[config.mk]
export PLATFORM = sky130hd
export DESIGN_NAME = seq_det_rr_scheduler_flat
export DESIGN_NICKNAME = d
export VERILOG_FILES = /design/src/rtl/seq_det_rr_scheduler_if.sv /design/src/rtl/seq_det_rr_scheduler.sv /design/src/flat_wrapper.sv
export SDC_FILE = /design/constraint.sdc
export NUM_CORES = 1
export LEC_CHECK = 0
export CAP_MARGIN = 20
export CORE_AREA = 2 2 63 89
export CTS_BUF_LIST = sky130_fd_sc_hd__clkbuf_2 sky130_fd_sc_hd__clkbuf_4 sky130_fd_sc_hd__clkbuf_8
export CTS_CLUSTER_DIAMETER = 50
export DETAILED_ROUTE_END_ITERATION = 8
export DIE_AREA = 0 0 65 91
export DONT_BUFFER_PORTS = 1
export GPL_TIMING_DRIVEN = 0
export SETUP_SLACK_MARGIN = 0.5
export SLEW_MARGIN = 20
export SYNTH_ARGS = -nofsm -noshare
export SYNTH_HDL_FRONTEND = slang
export SYNTH_SLANG_ARGS = --single-unit
[constraint.sdc]
create_clock -name clk -period 3.7 [get_ports clk]
set_input_delay 0.74 -clock clk [delete_from_list [all_inputs] [get_ports clk]]
set_output_delay 0.74 -clock clk [all_outputs]
set_load 0.02 [all_outputs]
[src/rtl/seq_det_rr_scheduler_if.sv]
// Bundle between the per-channel serial bit sources and the shared
// "1010" detect engine: request/data/clear inward, grant and match
// reporting outward.
interface seq_det_rr_scheduler_if #(
  parameter int NUM_CH = 4,
  parameter int CH_W   = $clog2(NUM_CH),
  parameter int CNT_W  = 16
);
  logic [NUM_CH-1:0] req;
  logic [NUM_CH-1:0] din;
  logic [NUM_CH-1:0] clr;
  logic [NUM_CH-1:0] gnt;
  logic              match_valid;
  logic [CH_W-1:0]   match_ch;
  logic [CNT_W-1:0]  match_count;

  // Channel side: presents bits, observes grants and matches.
  modport master (
    output req, din, clr,
    input  gnt, match_valid, match_ch, match_count
  );

  // Engine side.
  modport slave (
    input  req, din, clr,
    output gnt, match_valid, match_ch, match_count
  );
endinterface

[src/rtl/seq_det_rr_scheduler.sv]
// One overlapping "1010" detector time-shared by NUM_CH bit-serial
// channels. A round-robin arbiter picks one requester per cycle; each
// channel keeps its own 2-bit detector context so streams never mix.
module seq_det_rr_scheduler #(
  parameter int NUM_CH = 4,
  parameter int CH_W   = $clog2(NUM_CH),
  parameter int CNT_W  = 16
) (
  input logic                  clk,
  input logic                  resetn,
  seq_det_rr_scheduler_if.slave bus
);

  typedef enum logic [1:0] {
    S0   = 2'd0,
    S1   = 2'd1,
    S10  = 2'd2,
    S101 = 2'd3
  } state_t;

  function automatic state_t next_state(state_t s, logic b);
    case (s)
      S0:      next_state = b ? S1   : S0;
      S1:      next_state = b ? S1   : S10;
      S10:     next_state = b ? S101 : S0;
      default: next_state = b ? S1   : S10;
    endcase
  endfunction

  // Counter holds at all-ones instead of wrapping.
  function automatic logic [CNT_W-1:0] sat_inc(logic [CNT_W-1:0] v);
    sat_inc = (&v) ? v : v + 1'b1;
  endfunction

  // Channel index reached k steps after p, wrapping at NUM_CH.
  function automatic logic [CH_W-1:0] wrap_idx(logic [CH_W-1:0] p, int k);
    int s;
    s = int'(p) + k;
    if (s >= NUM_CH) s = s - NUM_CH;
    wrap_idx = CH_W'(s);
  endfunction

  state_t            ctx_p1 [NUM_CH];
  logic [CH_W-1:0]   ptr_p1;

  logic [NUM_CH-1:0] gnt_p0;
  logic [CH_W-1:0]   gnt_idx_p0;
  logic              gnt_vld_p0;
  logic              hit_p0;

  logic              vld_p1;
  logic [CH_W-1:0]   ch_p1;
  logic [CNT_W-1:0]  cnt_p1;

  // Stage p0: pick the first requester at or after ptr (combinational grant).
  always_comb begin
    gnt_p0     = '0;
    gnt_idx_p0 = '0;
    gnt_vld_p0 = 1'b0;
    for (int k = 0; k < NUM_CH; k++) begin
      if (!gnt_vld_p0 && bus.req[wrap_idx(ptr_p1, k)]) begin
        gnt_p0[wrap_idx(ptr_p1, k)] = 1'b1;
        gnt_idx_p0                  = wrap_idx(ptr_p1, k);
        gnt_vld_p0                  = 1'b1;
      end
    end
  end

  // A granted 0 completes the pattern from S101 unless a clear discards the bit.
  assign hit_p0 = gnt_vld_p0 && !bus.clr[gnt_idx_p0] &&
                  (ctx_p1[gnt_idx_p0] == S101) && !bus.din[gnt_idx_p0];

  // Stage p1: advance pointer and contexts, register the match report.
  always_ff @(posedge clk) begin
    if (!resetn) begin
      ptr_p1 <= '0;
      for (int i = 0; i < NUM_CH; i++) ctx_p1[i] <= S0;
      vld_p1 <= 1'b0;
      ch_p1  <= '0;
      cnt_p1 <= '0;
    end else begin
      if (gnt_vld_p0)
        ptr_p1 <= (gnt_idx_p0 == CH_W'(NUM_CH - 1)) ? '0 : gnt_idx_p0 + 1'b1;
      for (int i = 0; i < NUM_CH; i++) begin
        if (bus.clr[i])
          ctx_p1[i] <= S0;
        else if (gnt_p0[i])
          ctx_p1[i] <= next_state(ctx_p1[i], bus.din[i]);
      end
      vld_p1 <= hit_p0;
      if (hit_p0) begin
        ch_p1  <= gnt_idx_p0;
        cnt_p1 <= sat_inc(cnt_p1);
      end
    end
  end

  assign bus.gnt         = gnt_p0;
  assign bus.match_valid = vld_p1;
  assign bus.match_ch    = ch_p1;
  assign bus.match_count = cnt_p1;

endmodule

[src/flat_wrapper.sv]
// flat-port wrapper written by rule: the top's interface ports become plain ports
module seq_det_rr_scheduler_flat 
#(
  parameter int NUM_CH = 4,
  parameter int CH_W   = $clog2(NUM_CH),
  parameter int CNT_W  = 16
)
  (clk, resetn, bus_req, bus_din, bus_clr, bus_gnt, bus_match_valid, bus_match_ch, bus_match_count);
  seq_det_rr_scheduler_if #(.NUM_CH(NUM_CH), .CH_W(CH_W), .CNT_W(CNT_W)) bus_i ();
  input logic clk;
  input logic resetn;
  input wire logic [$bits(bus_i.req)-1:0] bus_req;
  input wire logic [$bits(bus_i.din)-1:0] bus_din;
  input wire logic [$bits(bus_i.clr)-1:0] bus_clr;
  output wire logic [$bits(bus_i.gnt)-1:0] bus_gnt;
  output wire logic [$bits(bus_i.match_valid)-1:0] bus_match_valid;
  output wire logic [$bits(bus_i.match_ch)-1:0] bus_match_ch;
  output wire logic [$bits(bus_i.match_count)-1:0] bus_match_count;
  assign bus_i.req = bus_req;
  assign bus_i.din = bus_din;
  assign bus_i.clr = bus_clr;
  assign bus_gnt = bus_i.gnt;
  assign bus_match_valid = bus_i.match_valid;
  assign bus_match_ch = bus_i.match_ch;
  assign bus_match_count = bus_i.match_count;
  seq_det_rr_scheduler #(.NUM_CH(NUM_CH), .CH_W(CH_W), .CNT_W(CNT_W)) u_core (.clk(clk), .resetn(resetn), .bus(bus_i));
endmodule
==> results of run 1 <==
==> metal layers <==
metal	wire [um]	part of all wire, %
met2	2730	55
met3	215	4.3
met1	1930	39
met4	60	1.2
met5	0	0
==> cell type report <==
class                           count  area share (%)
Buffer                             11            3.14
Clock buffer                        8            4.09
Inverter                           12            1.89
Multi-Input combinational cell    172            54.8
Sequential cell                    29            27.9
Tap cell                           66            3.46
Timing Repair Buffer               15            4.72
==> timing repair <==
item                                    CTS  global route
hold endpoints to repair                  0             0
gates resized for setup                  18             9
endpoints found under the setup margin   31            12
pin swaps                                 1             4
cloned                                    0             0
setup buffers                             8             7
==> path summary, 6_finish.rpt <==
path / start / endpoint / slack, ns / cells past startpoint
min reg2reg: u_core.bus.match_ch[1] / u_core.bus.match_ch[1] / 0.57 / 2
max reg2reg: u_core.ptr_p1[0] / u_core.bus.match_count[11] / 0.63 / 13
max: u_core.ptr_p1[0] / bus_gnt[2] / 0.59 / 9
min: u_core.bus.match_ch[1] / u_core.bus.match_ch[1] / 0.57 / 2
==> cell usage after synthesis, types with 2 or more instances <==
master | instances | area (um^2)
sky130_fd_sc_hd__a221oi_1 | 4 | 35.0
sky130_fd_sc_hd__or3_1 | 4 | 25.0
sky130_fd_sc_hd__clkbuf_1 | 7 | 26.3
sky130_fd_sc_hd__o2111ai_1 | 2 | 17.5
sky130_fd_sc_hd__nand2b_1 | 12 | 75.1
sky130_fd_sc_hd__nand3_4 | 2 | 35.0
sky130_fd_sc_hd__nand3_1 | 12 | 60.1
sky130_fd_sc_hd__nor2b_1 | 2 | 12.5
sky130_fd_sc_hd__o311ai_0 | 2 | 17.5
sky130_fd_sc_hd__mux4_2 | 4 | 90.1
sky130_fd_sc_hd__a21oi_1 | 10 | 50.1
sky130_fd_sc_hd__nor3_1 | 8 | 40.0
sky130_fd_sc_hd__dfxtp_1 | 21 | 420
sky130_fd_sc_hd__o41ai_1 | 3 | 26.3
sky130_fd_sc_hd__nor3b_1 | 3 | 22.5
sky130_fd_sc_hd__mux2i_1 | 11 | 110
sky130_fd_sc_hd__o21ai_0 | 2 | 10.0
sky130_fd_sc_hd__inv_1 | 12 | 45.0
sky130_fd_sc_hd__nand4_1 | 3 | 18.8
sky130_fd_sc_hd__nand2_1 | 20 | 75.1
sky130_fd_sc_hd__o31ai_1 | 3 | 22.5
sky130_fd_sc_hd__o211ai_1 | 2 | 15.0
sky130_fd_sc_hd__nand3b_1 | 2 | 15.0
sky130_fd_sc_hd__buf_4 | 2 | 15.0
sky130_fd_sc_hd__a22oi_1 | 4 | 30.0
sky130_fd_sc_hd__nor2_1 | 15 | 56.3
sky130_fd_sc_hd__or4_1 | 4 | 30.0
sky130_fd_sc_hd__edfxtp_1 | 8 | 240
sky130_fd_sc_hd__and3_1 | 5 | 31.3
sky130_fd_sc_hd__ha_1 | 7 | 87.6
sky130_fd_sc_hd__nor4_1 | 9 | 56.3
==> report_power, final <==
part / switching [uW] / total [uW] / internal (uW)
clock: 114 / 280 / 166
combinational: 620 / 1120 / 499
sequential: 54.6 / 439 / 384
total: 788 / 1840 / 1050
==> flip-flops by register name (all words and copies together) (netlist names) <==
register	cells
u_core.bus.match_count	16
u_core.ctx_p1	8
u_core.bus.match_ch	2
u_core.ptr_p1	2
u_core.bus.match_valid	1
==> worst max-delay path: stages, from the launching register on <==
cell	delay, ns
sky130_fd_sc_hd__dfxtp_4	0.35
sky130_fd_sc_hd__buf_6	0.09
sky130_fd_sc_hd__inv_2	0.06
sky130_fd_sc_hd__ha_4	0.27
sky130_fd_sc_hd__mux4_2	0.51
sky130_fd_sc_hd__buf_8	0.16
sky130_fd_sc_hd__a22oi_2	0.19
sky130_fd_sc_hd__nor2_1	0.07
sky130_fd_sc_hd__a221oi_2	0.27
sky130_fd_sc_hd__inv_2	0.13
==> metrics by stage <==
stage	util [%]	cells
4_1_cts	45.3	306
5_1_grt	47.0	313
6_report	47.0	313
3_3_place_gp	41.1	290
2_1_floorplan	-	224
3_5_place_dp	41.1	290
==> cells by family after synthesis <==
group	count (synthesis)	synth area share [%]
buffers and inverters	23	5.05
XOR/XNOR	1	0.437
adder cells (fa/ha/maj)	7	4.37
AO/OA/AOI/OAI	38	14.2
AND/OR/NAND/NOR	110	32.5
multiplexers	16	10.5
flip-flops	29	32.9
==> results.sh, run 1 <==
export IMPL_postLayoutSetupSlackWorst_ns=0.586
export IMPL_timing_critical_path_from_type="register"
export IMPL_seq_area_frac_synth_pct=32.9
export IMPL_setup_viol=0
export IMPL_grt_max_degree=11
export IMPL_yosysUniqueCellTypes=50
export IMPL_vias_per_cell=5.67
export IMPL_timing_hold_ws_ns=0.571
export IMPL_finalMaxSlewViolations=0
export IMPL_critPathArrivalTime_ns=2.37
export IMPL_place_port_buffers=0
export IMPL_placed_area_um2=2090
export IMPL_grt_first_pass_wirelength_um=8110
export IMPL_design_die_area_um2=5920
export IMPL_area_of_the_multi_input_gates_um2=1310
export IMPL_register_area_um2=666
export IMPL_synth_edff_count=8
export IMPL_worst_endpoint_required_ns=2.96
export IMPL_antenna_diode_count=0
export IMPL_routed_wl_um=4950
export IMPL_async_flop_share_pct=0
export IMPL_grt_util_met3_pct=4.58
export IMPL_synth_flop_cell="sky130_fd_sc_hd__dfxtp_1"
export IMPL_ys_seq_elements=29
export IMPL_syn_instance_count=224
export IMPL_core_area_um2=5080
export IMPL_postSynthNetCount=245
export IMPL_fin_area_um2=2390
export IMPL_netlist_area_um2=2010
export IMPL_grt_busiest_layer="met2"
export IMPL_worst_slew_pin_slew_ns=0.501
export IMPL_finalWorstPathRequiredPeriod_ns=3.11
export IMPL_vias_in_the_first_global_route=1729
export IMPL_worstSkewPairLatency_ns=0.27
export IMPL_total_number_of_vias=1774
export IMPL_design_power_total_uw=1840
export IMPL_initial_antenna_violation_count=0
export IMPL_drtPass1Iterations=4
export IMPL_htreeDepth=2
export IMPL_tns_ns=0
export IMPL_clockRootBuffer="sky130_fd_sc_hd__clkbuf_8"
export IMPL_tritoncts="built"
export IMPL_cts_made_buffers=5
export IMPL_mostFrequentLayoutCell="sky130_fd_sc_hd__nand2_1"
export IMPL_timing_max_slew_rel_slack_pct=66.1
export IMPL_final_hold_viol_count=0
export IMPL_syn_area_per_cell_um2=8.95
export IMPL_chipHeight_um=91
export IMPL_clk_transition_reported_paths_ns=0.06
export IMPL_row_count=31
export IMPL_route_detailed_wl_per_inst_um=15.8
export IMPL_fp_dieW_um=65
export IMPL_power_leakage_uw=0.000871
export IMPL_use_met2_pct=32.3
export IMPL_worst_clock_skew_ns=0.00688
export IMPL_timing_worst_setup_path_type="register to output pin"
export IMPL_cts_hold_buffers=0
export IMPL_grt_util_all_layers_pct=17.2
export IMPL_gr_total_overflow=0
export IMPL_rsz0062_at_grt="true"
export IMPL_drive_gt1_share_pct=23.9
export IMPL_yosysWarningCount=0
export IMPL_cts_root_to_sink_buffers=2
export IMPL_hold_class="register to register"
export IMPL_cap_violations=0
export IMPL_achievable_frequency_mhz=321
export IMPL_critical_path_max_fanout=8
export IMPL_initial_core_util_pct=39.5
export IMPL_antenna_left=0
export IMPL_clk_sink_count=29
export IMPL_vdd_ir_drop_worst_v=0.000469
export IMPL_run_status="completed"
export IMPL_detail_route_drc_violations=0
export IMPL_setup_worst_path_end_class="output pin"
export IMPL_most_used_cells_in_the_layout_excluding_fill_and_tap_cells="sky130_fd_sc_hd__nand2_1, sky130_fd_sc_hd__dfxtp_1, sky130_fd_sc_hd__buf_4"
export IMPL_dp_hpwl_um=3620
export IMPL_total_power_per_unit_cell_area_nw_per_um2=770
export IMPL_timing_final_crit_share_pct=84.2
export IMPL_starting_drt_drc_count=79
export IMPL_place_gp_congestion=0.806
export IMPL_layout_filler_cells=474
export IMPL_io_pins=37
export IMPL_nNetsFinal=267
export IMPL_synthToLayoutAreaGrowth_pct=19.0
export IMPL_detailedPlace_worstSlack_ns=-0.00454
export IMPL_globalRouteMet1Util_pct=18.0
Note: power is estimated with default switching activity, not from simulation.
==> inputs of run 2 (changes only) <==
- clock period: 3.7 -> 2.7 ns (I/O delays scaled with it)
==> run 2 against run 1 <==
  * Sequential share of layout area down 5.5 points
  * Power up 91%
  * Wire length up 23%
  * Setup slack worse by 0.96 ns
  * Clock skew down 0.0030 ns
  * Largest power group unchanged
  * Global-route usage up 2.8 points
  * Sequential cell count unchanged
  * Utilization up 11 points
  * Final cell count up 6.7%
  * The flow now finishes with violations (setup timing)
  * Clock-buffer cell count down 2
  * Via count up 10%
  * Critical path type unchanged
  * Die area unchanged
==> results.sh, run 2 (synthesis gave the netlist of run 1 again) <==
export IMPL_run_status="finished with violations"
export IMPL_violations="setup timing"
export IMPL_timing_hold_ws_ns=0.412
export IMPL_max_stage_delay_ns=0.55
export IMPL_most_used_cells_in_the_layout_excluding_fill_and_tap_cells="sky130_fd_sc_hd__buf_4, sky130_fd_sc_hd__nand2_1, sky130_fd_sc_hd__dfxtp_1"
export IMPL_met2RoutedLength_um=3600
export IMPL_worstSkewPairLatency_ns=0.28
export IMPL_place_gp_congestion=0.803
export IMPL_power_leakage_uw=0.00107
export IMPL_design_power_total_uw=3520
export IMPL_place_port_buffers=0
export IMPL_design_die_area_um2=5920
export IMPL_route_detailed_wl_per_inst_um=18.1
export IMPL_vias_in_the_first_global_route=1951
export IMPL_vdd_ir_drop_worst_v=0.000659
export IMPL_routed_wl_um=6060
export IMPL_initial_core_util_pct=39.5
export IMPL_timing_critical_path_from_type="register"
export IMPL_finalWorstPathRequiredPeriod_ns=3.08
export IMPL_starting_drt_drc_count=54
export IMPL_clockRootBuffer="sky130_fd_sc_hd__clkbuf_8"
export IMPL_grt_max_degree=11
export IMPL_worstHoldEndpoint="u_core.bus.match_count[2]"
export IMPL_tritoncts="built"
export IMPL_worst_r2r_endpoint="u_core.bus.match_count[6]"
export IMPL_register_area_um2=666
export IMPL_setup_worst_path_end_class="output pin"
export IMPL_drive_gt1_share_pct=43.3
export IMPL_synthToLayoutAreaGrowth_pct=48.0
export IMPL_layout_filler_cells=445
export IMPL_io_pins=37
export IMPL_initial_antenna_violation_count=0
export IMPL_row_count=31
export IMPL_worst_endpoint_required_ns=2.16
export IMPL_wl_met3_um=250
export IMPL_critical_register_to_register_path_startpoint="u_core.ptr_p1[0]"
export IMPL_vias_per_cell=5.84
export IMPL_layout_core_utilization_pct=58.4
export IMPL_grt_first_pass_wirelength_um=9330
export IMPL_critical_path_max_fanout=5
export IMPL_hold_path_startpoint="resetn"
export IMPL_timing_worst_setup_path_type="register to output pin"
export IMPL_timing_final_crit_share_pct=114
export IMPL_placed_area_um2=2180
export IMPL_r2r_slack_ns=-0.36
export IMPL_finalMaxSlewViolations=0
export IMPL_detail_route_drc_violations=0
export IMPL_postLayoutSetupSlackWorst_ns=-0.376
export IMPL_routedLengthMet1_um=2110
export IMPL_mostFrequentLayoutCell="sky130_fd_sc_hd__buf_4"
export IMPL_crit_slowest_cell="sky130_fd_sc_hd__mux4_2"
export IMPL_fin_area_um2=2970
export IMPL_fp_dieW_um=65
export IMPL_gr_total_overflow=0
export IMPL_worstRegToRegCells=12
export IMPL_grt_util_all_layers_pct=20.0
export IMPL_hold_class="input pin to register"
export IMPL_setup_viol=31
export IMPL_cts_made_buffers=5
export IMPL_clk_transition_reported_paths_ns=0.07
export IMPL_worst_slew_pin_slew_ns=0.890
export IMPL_drtPass1Iterations=6
export IMPL_largest_reg_flops=16
export IMPL_chipHeight_um=91
export IMPL_core_area_um2=5080
export IMPL_nNetsFinal=288
export IMPL_cell_chain_critical_path="buf_8 -> inv_6 -> ha_4 -> mux4_2 -> clkbuf_16 -> nor3_4 -> and2_4 -> buf_4 -> a221oi_4 -> inv_2"
export IMPL_antenna_diode_count=0
export IMPL_critPathArrivalTime_ns=2.54
export IMPL_worst_clock_skew_ns=0.00387
export IMPL_antenna_left=0
export IMPL_clk_sink_count=29
export IMPL_cap_violations=0
export IMPL_area_of_the_multi_input_gates_um2=1630
export IMPL_htreeDepth=2
export IMPL_total_power_per_unit_cell_area_nw_per_um2=1190
export IMPL_rsz0062_at_grt="true"
export IMPL_top_layer="met4"
export IMPL_detailedPlace_worstSlack_ns=-0.543
export IMPL_cts_root_to_sink_buffers=2
export IMPL_total_number_of_vias=1951
export IMPL_timing_max_slew_rel_slack_pct=40.6
export IMPL_achievable_frequency_mhz=325
export IMPL_dp_hpwl_um=3660
export IMPL_cts_hold_buffers=0
export IMPL_hold_path_depth=2
export IMPL_final_hold_viol_count=0
-- run 2: cell types whose count changed in the layout (fill, tap and decap cells not counted), moves of 5 or more --
| cell | before | now |
|---|---|---|
| sky130_fd_sc_hd__nor4_1 | 8 | 1 |
| sky130_fd_sc_hd__nor4_4 | 0 | 5 |
| sky130_fd_sc_hd__nor3_1 | 8 | 3 |
| sky130_fd_sc_hd__buf_4 | 16 | 25 |
| sky130_fd_sc_hd__buf_6 | 1 | 8 |
| sky130_fd_sc_hd__nor3_4 | 1 | 6 |
-- run 2: power by group --
| part | leakage [uW] | switching (uW) | total [uW] | internal, uW |
|---|---|---|---|---|
| combinational | 0.000754 | 1250 | 2530 | 1280 |
| clock | 0.0000486 | 173 | 375 | 202 |
| sequential | 0.000262 | 82.0 | 609 | 527 |
-- run 2: area by class of cell --
| cell class | count | share of cell area (%) |
|---|---|---|
| buffer | 11 | 2.99 |
| inverter | 12 | 1.94 |
| clock inverter | 2 | 0.295 |
| timing repair buffer | 36 | 11.8 |
| clock buffer | 6 | 2.78 |
| tap | 66 | 2.78 |
| sequential | 29 | 22.4 |
| multi-input combinational | 172 | 55.0 |
-- run 2: stage by stage --
stage / std cells / TNS (ns)
2_1_floorplan: 224 / -1.92
3_3_place_gp: 290 / -13.38
3_5_place_dp: 290 / -12.75
4_1_cts: 324 / -5.58
5_1_grt: 334 / -9.94
6_report: 334 / -6.69
-- run 2: how the worst max path moves through the flow --
stage,from,endpoint,slack (ns),depth (start not counted)
after floorplan,u_core.ptr_p1[0],u_core.bus.match_count[14],-0.15,12
after global placement,u_core.ptr_p1[0],u_core.bus.match_count[1],-0.59,11
after detailed placement,u_core.ptr_p1[0],u_core.bus.match_count[0],-0.54,11
after CTS,u_core.ptr_p1[1],bus_gnt[2],-0.32,11
after global routing,u_core.ptr_p1[0],u_core.bus.match_count[12],-0.46,13
final,u_core.ptr_p1[0],bus_gnt[2],-0.38,10
-- run 2: routing by layer --
metal | track usage, % | vias to the layer above
li1 | - | 934
met1 | 20.2 | 963
met2 | 38.9 | 47
met3 | 4.34 | 7
met4 | 6.74 | 0
met5 | 0 | -
-- run 2: timing repair --
item                       4_1_cts  5_1_grt
setup endpoints to repair       40       40
cloned                           2        0
gates resized for setup         49       27
hold endpoints to repair         0        0
setup buffers                   24       10
pin swaps                        9       19
-- run 2: critical path: cells and delay by family, from the launching register on --
family                     cells  cell delay [ns]
buffers and inverters          5             0.58
and+or+nand+nor                2             0.41
AOI/OAI and AO/OA              1             0.06
adders and majority gates      1             0.27
DFF                            1             0.37
muxes                          1             0.55
